## src/rtl/qam_tx_ctrl.sv

```systemverilog
// qam_tx_ctrl: frame sequencer for the QAM transmitter (bit requests, symbol strobes, fill/IF enables, mixer phase, flush)
// Ports: clk, rst (async active-low); start/frame_len request a frame in IDLE; bit_vld marks a valid source bit;
//   bit_req/bit_zero drive the SPC, sym_en strobes the mapper, flush marks zero insertion, usi_en/if_en gate
//   the upsampler and IF register, mix_phase drives the mixer, busy/done/underrun report frame status.
// Optional build macro QAM_TX_CTRL_ABORT_EN adds input abort (ends RUN at the next symbol boundary).
module qam_tx_ctrl #(
  parameter int UPS = 4,
  parameter int FILL_CYC = 8,
  parameter int FLUSH_CYC = 32,
  parameter int LEN_W = 12
) (
  input  logic             clk,
  input  logic             rst,
  input  logic             start,
  input  logic [LEN_W-1:0] frame_len,
  input  logic             bit_vld,
  output logic             bit_req,
  output logic             bit_zero,
  output logic             sym_en,
  output logic             flush,
  output logic             usi_en,
  output logic [1:0]       mix_phase,
  output logic             if_en,
  output logic             busy,
  output logic             done,
  output logic             underrun
`ifdef QAM_TX_CTRL_ABORT_EN
  ,
  input  logic             abort
`endif
);
  localparam int PH_W = $clog2(UPS);
  localparam int FI_W = $clog2(FILL_CYC + 1);
  localparam int FL_W = $clog2(FLUSH_CYC + 1);
  typedef enum logic [1:0] {S_IDLE, S_RUN, S_FLUSH} state_t;
  state_t state_q, state_d;
  logic [PH_W-1:0] ph_q, ph_d;
  logic [LEN_W-1:0] sym_q, sym_d, len_q, len_d;
  logic [FI_W-1:0] fill_q, fill_d;
  logic [FL_W-1:0] fl_q, fl_d;
  logic [1:0] mix_q, mix_d;
  logic done_q, done_d, unr_q, unr_d;
  logic go, last_ph, stop, fl_last;
`ifdef QAM_TX_CTRL_ABORT_EN
  logic ab_q, ab_d;
`endif
  assign busy = state_q != S_IDLE;
  assign flush = state_q == S_FLUSH;
  assign bit_req = state_q == S_RUN && ph_q < PH_W'(2);
  assign bit_zero = flush || (bit_req && !bit_vld);
  assign sym_en = busy && ph_q == PH_W'(2);
  assign usi_en = busy && fill_q == FI_W'(FILL_CYC);
  assign if_en = usi_en;
  assign mix_phase = mix_q;
  assign done = done_q;
  assign underrun = unr_q;
  always_comb begin
    go = state_q == S_IDLE && start && frame_len != '0;
    last_ph = ph_q == PH_W'(UPS - 1);
    fl_last = fl_q == FL_W'(FLUSH_CYC - 1);
`ifdef QAM_TX_CTRL_ABORT_EN
    // a pending or same-cycle abort ends the frame once the current symbol completes
    stop = last_ph && (sym_q + LEN_W'(1) == len_q || ab_q || abort);
    ab_d = go ? 1'b0 : ab_q | (state_q == S_RUN && abort);
`else
    stop = last_ph && sym_q + LEN_W'(1) == len_q;
`endif
    state_d = go ? S_RUN
            : (state_q == S_RUN && stop) ? S_FLUSH
            : (state_q == S_FLUSH && fl_last) ? S_IDLE
            : state_q;
    ph_d = go ? '0 : busy ? (last_ph ? '0 : ph_q + PH_W'(1)) : ph_q;
    sym_d = go ? '0 : (state_q == S_RUN && last_ph) ? sym_q + LEN_W'(1) : sym_q;
    len_d = go ? frame_len : len_q;
    fill_d = go ? '0 : (busy && fill_q != FI_W'(FILL_CYC)) ? fill_q + FI_W'(1) : fill_q;
    fl_d = flush ? fl_q + FL_W'(1) : '0;
    mix_d = go ? 2'd0 : busy ? mix_q + 2'd1 : mix_q;
    done_d = flush && fl_last;
    unr_d = go ? 1'b0 : unr_q | (bit_req && !bit_vld);
  end
  always_ff @(posedge clk or negedge rst) begin
    if (!rst) begin
      state_q <= S_IDLE;
      ph_q <= '0;
      sym_q <= '0;
      len_q <= '0;
      fill_q <= '0;
      fl_q <= '0;
      mix_q <= 2'd0;
      done_q <= 1'b0;
      unr_q <= 1'b0;
`ifdef QAM_TX_CTRL_ABORT_EN
      ab_q <= 1'b0;
`endif
    end else begin
      state_q <= state_d;
      ph_q <= ph_d;
      sym_q <= sym_d;
      len_q <= len_d;
      fill_q <= fill_d;
      fl_q <= fl_d;
      mix_q <= mix_d;
      done_q <= done_d;
      unr_q <= unr_d;
`ifdef QAM_TX_CTRL_ABORT_EN
      ab_q <= ab_d;
`endif
    end
  end
endmodule

```

## config.mk

```make
export PLATFORM = sky130hd
export DESIGN_NAME = qam_tx_ctrl
export DESIGN_NICKNAME = d
export VERILOG_FILES = /design/src/rtl/qam_tx_ctrl.sv
export SDC_FILE = /design/constraint.sdc
export NUM_CORES = 1
export LEC_CHECK = 0
export ABC_CLOCK_PERIOD_IN_PS = 6600
export BUFFER_PORTS_ARGS = -buffer_cell sky130_fd_sc_hd__buf_2
export CAP_MARGIN = 20
export CORE_UTILIZATION = 35
export DETAILED_ROUTE_END_ITERATION = 10
export GPL_TIMING_DRIVEN = 0
export HOLD_SLACK_MARGIN = 0.1
export SYNTH_ARGS = -nofsm -noshare
export SYNTH_HDL_FRONTEND = slang
export SYNTH_SLANG_ARGS = --single-unit
export TNS_END_PERCENT = 5
```

## constraint.sdc

```tcl
create_clock -name clk -period 6.6 [get_ports clk]
set_clock_uncertainty 0.15 [all_clocks]
set_input_delay 1.32 -clock clk [delete_from_list [all_inputs] [get_ports clk]]
set_output_delay 1.32 -clock clk [all_outputs]
set_load 0.02 [all_outputs]
```

; Yosys cells after proc, flatten, opt, wreduce, memory -nomap -nowiden
; Index checks and enable logic that the tools add are counted.
[totals]
reg_bits = 42
elab_cells = 58
inputBits = 16
n_memories = 0
output_inout_bits = 11
ram_bits = 0
rom_bits = 0
latchBits = 0
[op_classes]
magnitude_cmp = 1
n_bitwise = 1
muxes = 14
n_addsub = 5
shifts = 0
div_mod_pow = 0
multipliers = 0
eq_ne = 8
n_reduce_logical = 20
[ops]
columns = cell, count
row1 = two-way mux 12 bit, 2
row2 = two-way mux 2 bit, 8
row3 = adder 12 x 1 -> 12 bit (second input constant), 1
row4 = equality test 12 bit, 1
row5 = nonzero test 12 bit, 1
row6 = logical AND 1 bit, 11
row7 = two-way mux 4 bit, 2
row8 = nonzero test 2 bit, 4
row9 = adder 6 x 1 -> 6 bit (second input constant), 1
row10 = equality test 2 bit (second input constant), 3
row11 = equality test 6 x 5 -> 1 bit (second input constant), 1
row12 = two-way mux 6 bit, 1
row13 = adder 2 x 1 -> 2 bit (second input constant), 2
row14 = adder 4 x 1 -> 4 bit (second input constant), 1
row15 = equality test 4 bit (second input constant), 1
row16 = != test 4 bit (second input constant), 1
row17 = nonzero test 3 bit, 1
row18 = equality test 2 x 1 -> 1 bit (second input constant), 1
row19 = zero test 2 bit, 1
row20 = < comparator 2 bit (second input constant), 1
row21 = zero test 1 bit, 1
row22 = logical OR 1 bit, 1
row23 = two-way mux 1 bit, 1
row24 = bitwise OR 1 bit, 1

; Depth between registers and ports, before layout
[logic_depth]
depth_word = 6
ltp_mapped = 8
mapped_depth_nobuf = 7

; Least setup slack after synthesis
; OpenSTA, ideal clock, no wires.
[synth_timing]
path_type = input-to-output
start = in bit_vld
end = out bit_zero
path_buffers = 0
cell_stages = 2
required_ns = 5.130
arrival_time_ns = 1.694
path_slack_ns = 3.436
path_cell_list = nor3_1 > or2_2
[synth_via]
elab_chain_cells = 3
[synth_lines]
columns = item, line
row1 = from (decl), 16  ; input logic bit_vld,
row2 = zero test 1 bit, 50  ; assign bit_zero = flush || (bit_req && !bit_vld);
row3 = logical AND 1 bit, 50
row4 = logical OR 1 bit, 50
row5 = to (decl), 18  ; output logic bit_zero,
; No other way between the ends.

; Worst setup path in the final report
; Same ends and word-level chain as after synthesis.

==> results.sh <==
export IMPL_routed_wirelength_mm=4.13
export IMPL_die_w_um=80.9
export IMPL_startpoint="bit_vld"
export IMPL_status="complete, no violations"
export IMPL_worst_hold_slack_ns=0.314
export IMPL_fp_dieH_um=80.9
export IMPL_synthArstFlopShare_pct=100
export IMPL_r2r_start="state_q[0]$_DFFE_PN0P_"
export IMPL_num_antenna_cells=0
export IMPL_fin_crit_ns=3.38
export IMPL_fin_nets=268
export IMPL_tightestPinTransition_ns=0.923
export IMPL_syn_num_nets=235
export IMPL_synth_flop_cell="dfrtp_1"
export IMPL_critPathKind="in -> out"
export IMPL_startpoint_type="input pin"
export IMPL_p_leak_nw=1.12
export IMPL_setup_viol=0
export IMPL_powerDensity_mw_per_mm2=392
export IMPL_syn2layout_area_growth_pct=15.4
export IMPL_clk_pin_slew_ns=0.09
export IMPL_fin_util_pct=42.3
export IMPL_slew_viol_final=0
export IMPL_dp_hpwl_mm=3.02
export IMPL_avgSynthCellArea_um2=10.3
export IMPL_wl_per_cell_um=12.9
export IMPL_syn_area_mm2=0.00218
export IMPL_drtAntennaViolNets=0
export IMPL_r2r_setup_slack_ns=4.12
export IMPL_antenna_found_initial=0
export IMPL_grt_overflow=0
export IMPL_ys_seq_area_share_pct=48.2
export IMPL_final_period_utilization_pct=51.3
export IMPL_grt_max_degree=43
export IMPL_drt_iter0_drc=44
export IMPL_vias_per_cell=4.81
export IMPL_pin_count=27
export IMPL_place_congestion=0.784
export IMPL_cp_data_required_time_ns=5.13
export IMPL_fmax_mhz=296
export IMPL_cts_buffers=5
export IMPL_dieArea_mm2=0.00655
export IMPL_post_cts_resized=0
export IMPL_cts_root_buffer="clkbuf_8"
export IMPL_crit_arrival_ns=1.91
export IMPL_ys_ff_latch=42
export IMPL_hold_path_class="reg -> reg"
export IMPL_core_area_mm2=0.00596
export IMPL_via_count=1543
export IMPL_synth_edf_count=0
export IMPL_syn_inst=212
export IMPL_grt_usage_pct=14.7
export IMPL_ir_drop_uv=225
export IMPL_end_kind="primary output"
export IMPL_yosysUniqueCellTypes=38
export IMPL_hold_violations=0
export IMPL_htreeDepth=2
export IMPL_drc=0
export IMPL_max_cap_violations=0
export IMPL_cts_setup_buffers=0
export IMPL_io_buffer_count=26
export IMPL_dp_slack_ns=3.22
export IMPL_grt_pass1_wl_mm=7.19
export IMPL_clk_latency_ns=0.30
export IMPL_ctsHoldBuffers=0
export IMPL_start_util_pct=36.6
export IMPL_final_layout_size_suffix_gt1_share_pct=22.4
export IMPL_tns_ns=0
export IMPL_crit_path_end="bit_zero"
export IMPL_rows=28
export IMPL_final_setup_worst_slack_ns=3.22
export IMPL_cts_tree="built"
export IMPL_max_slew_margin_rel_pct=38.5
export IMPL_clock_sinks=42
export IMPL_r2r_end="sym_q[6]$_DFFE_PN0P_"
export IMPL_rr_worst_depth=6
export IMPL_firstDrtPassIters=4
export IMPL_synth_warnings=0
export IMPL_grt_pass1_vias=1474
export IMPL_clk_path_buf_depth=2
export IMPL_cp_max_fo=2
export IMPL_grt_setup_unrepaired="false"
-- cell families after synthesis --
logic type | Yosys count | share of synthesized area, %
AND/OR/NAND/NOR | 88 | 20.3
flip-flops | 42 | 48.2
XOR/XNOR | 36 | 14.5
AO/OA/AOI/OAI | 13 | 3.67
buffers and inverters | 13 | 2.75
multiplexers | 13 | 6.66
adder cells (fa/ha/maj) | 7 | 4.02
-- where the power goes --
| group | switching, W | internal, W | leakage (nW) | total, W |
|---|---|---|---|---|
| registers | 0.0000789 | 0.000342 | 0.528 | 0.000421 |
| clock network | 0.0000959 | 0.000113 | 0.0585 | 0.000209 |
| logic | 0.000180 | 0.000177 | 0.533 | 0.000357 |
| total | 0.000355 | 0.000633 | 1.12 | 0.000987 |
-- area by class of cell --
cell class	instances	area (um^2)
fill	595	3440
inverter	6	22.5
timing repair buffer	26	130
sequential	42	1050
buffer	7	37.5
multi-input combinational	157	1070
clock inverter	3	43.8
tap	75	93.8
clock buffer	5	68.8
-- registers in the layout, indices dropped and copies added, names as in the netlist --
name,cells
sym_q,12
underrun,1
fl_q,6
mix_phase,2
fill_q,4
done,1
len_q,12
state_q,2
ph_q,2
-- worst min-delay path by stage --
| stage | start | end | slack, ns | cells after the start |
|---|---|---|---|---|
| 3_3_place_gp | fl_q[0]$_DFF_PN0_ | fl_q[0]$_DFF_PN0_ | 0.30 | 1 |
| 2_1_floorplan | fl_q[0]$_DFF_PN0_ | fl_q[0]$_DFF_PN0_ | 0.28 | 1 |
| 6_report | fl_q[0]$_DFF_PN0_ | fl_q[0]$_DFF_PN0_ | 0.31 | 1 |
| 5_1_grt | fl_q[0]$_DFF_PN0_ | fl_q[0]$_DFF_PN0_ | 0.36 | 1 |
| 4_1_cts | fl_q[0]$_DFF_PN0_ | fl_q[0]$_DFF_PN0_ | 0.32 | 1 |
| 3_5_place_dp | fl_q[0]$_DFF_PN0_ | fl_q[0]$_DFF_PN0_ | 0.31 | 1 |
-- placed cells by master (no fill, tap or decap), types with 7 or more instances in the layout --
master,instances
nand3_1,10
xor2_1,14
dfrtp_1,42
xnor2_1,22
buf_2,29
mux2_2,12
nor2_1,31
nand2_1,14
ha_1,7
-- per-stage QoR --
step	std cells	instance area, um^2	power [W]
final	321	2520	0.000987
after global placement	313	2400	0.000777
after global routing	321	2520	0.00107
after detailed placement	313	2400	0.000790
after floorplan	212	2180	0.000697
after CTS	321	2520	0.00100
-- layer usage --
layer,wire length [um],global-route usage [%],vias to the layer above,share of wire [%]
met1,2000,20.0,728,48
li1,-,-,784,-
met5,0,0,-,0
met3,120,3.71,5,2.9
met4,63,4.82,0,1.5
met2,1940,22.8,26,47
-- synthesized netlist by cell type (2+ instances only) --
cell	count	area share, %
xor2_1	14	5.6
buf_4	2	0.69
dfrtp_1	42	48
ha_1	7	4.0
nor2_1	31	5.3
and2_1	2	0.57
mux2_2	12	6.2
nand2b_1	3	0.86
nor3_1	6	1.4
or2_2	3	0.86
a21oi_1	3	0.69
clkbuf_1	2	0.34
nand4_1	6	1.7
or3_1	2	0.57
inv_1	5	0.86
nand2_1	14	2.4
nor4_1	3	0.86
o21ai_0	3	0.69
xnor2_1	22	8.8
nand3_1	10	2.3
buf_2	3	0.69
-- critical path: stages --
cell    delay (ns)
buf_2         0.10
nor3_1        0.21
or2_2         0.14
buf_2         0.15
No activity file was read; power rests on OpenSTA's default activity.
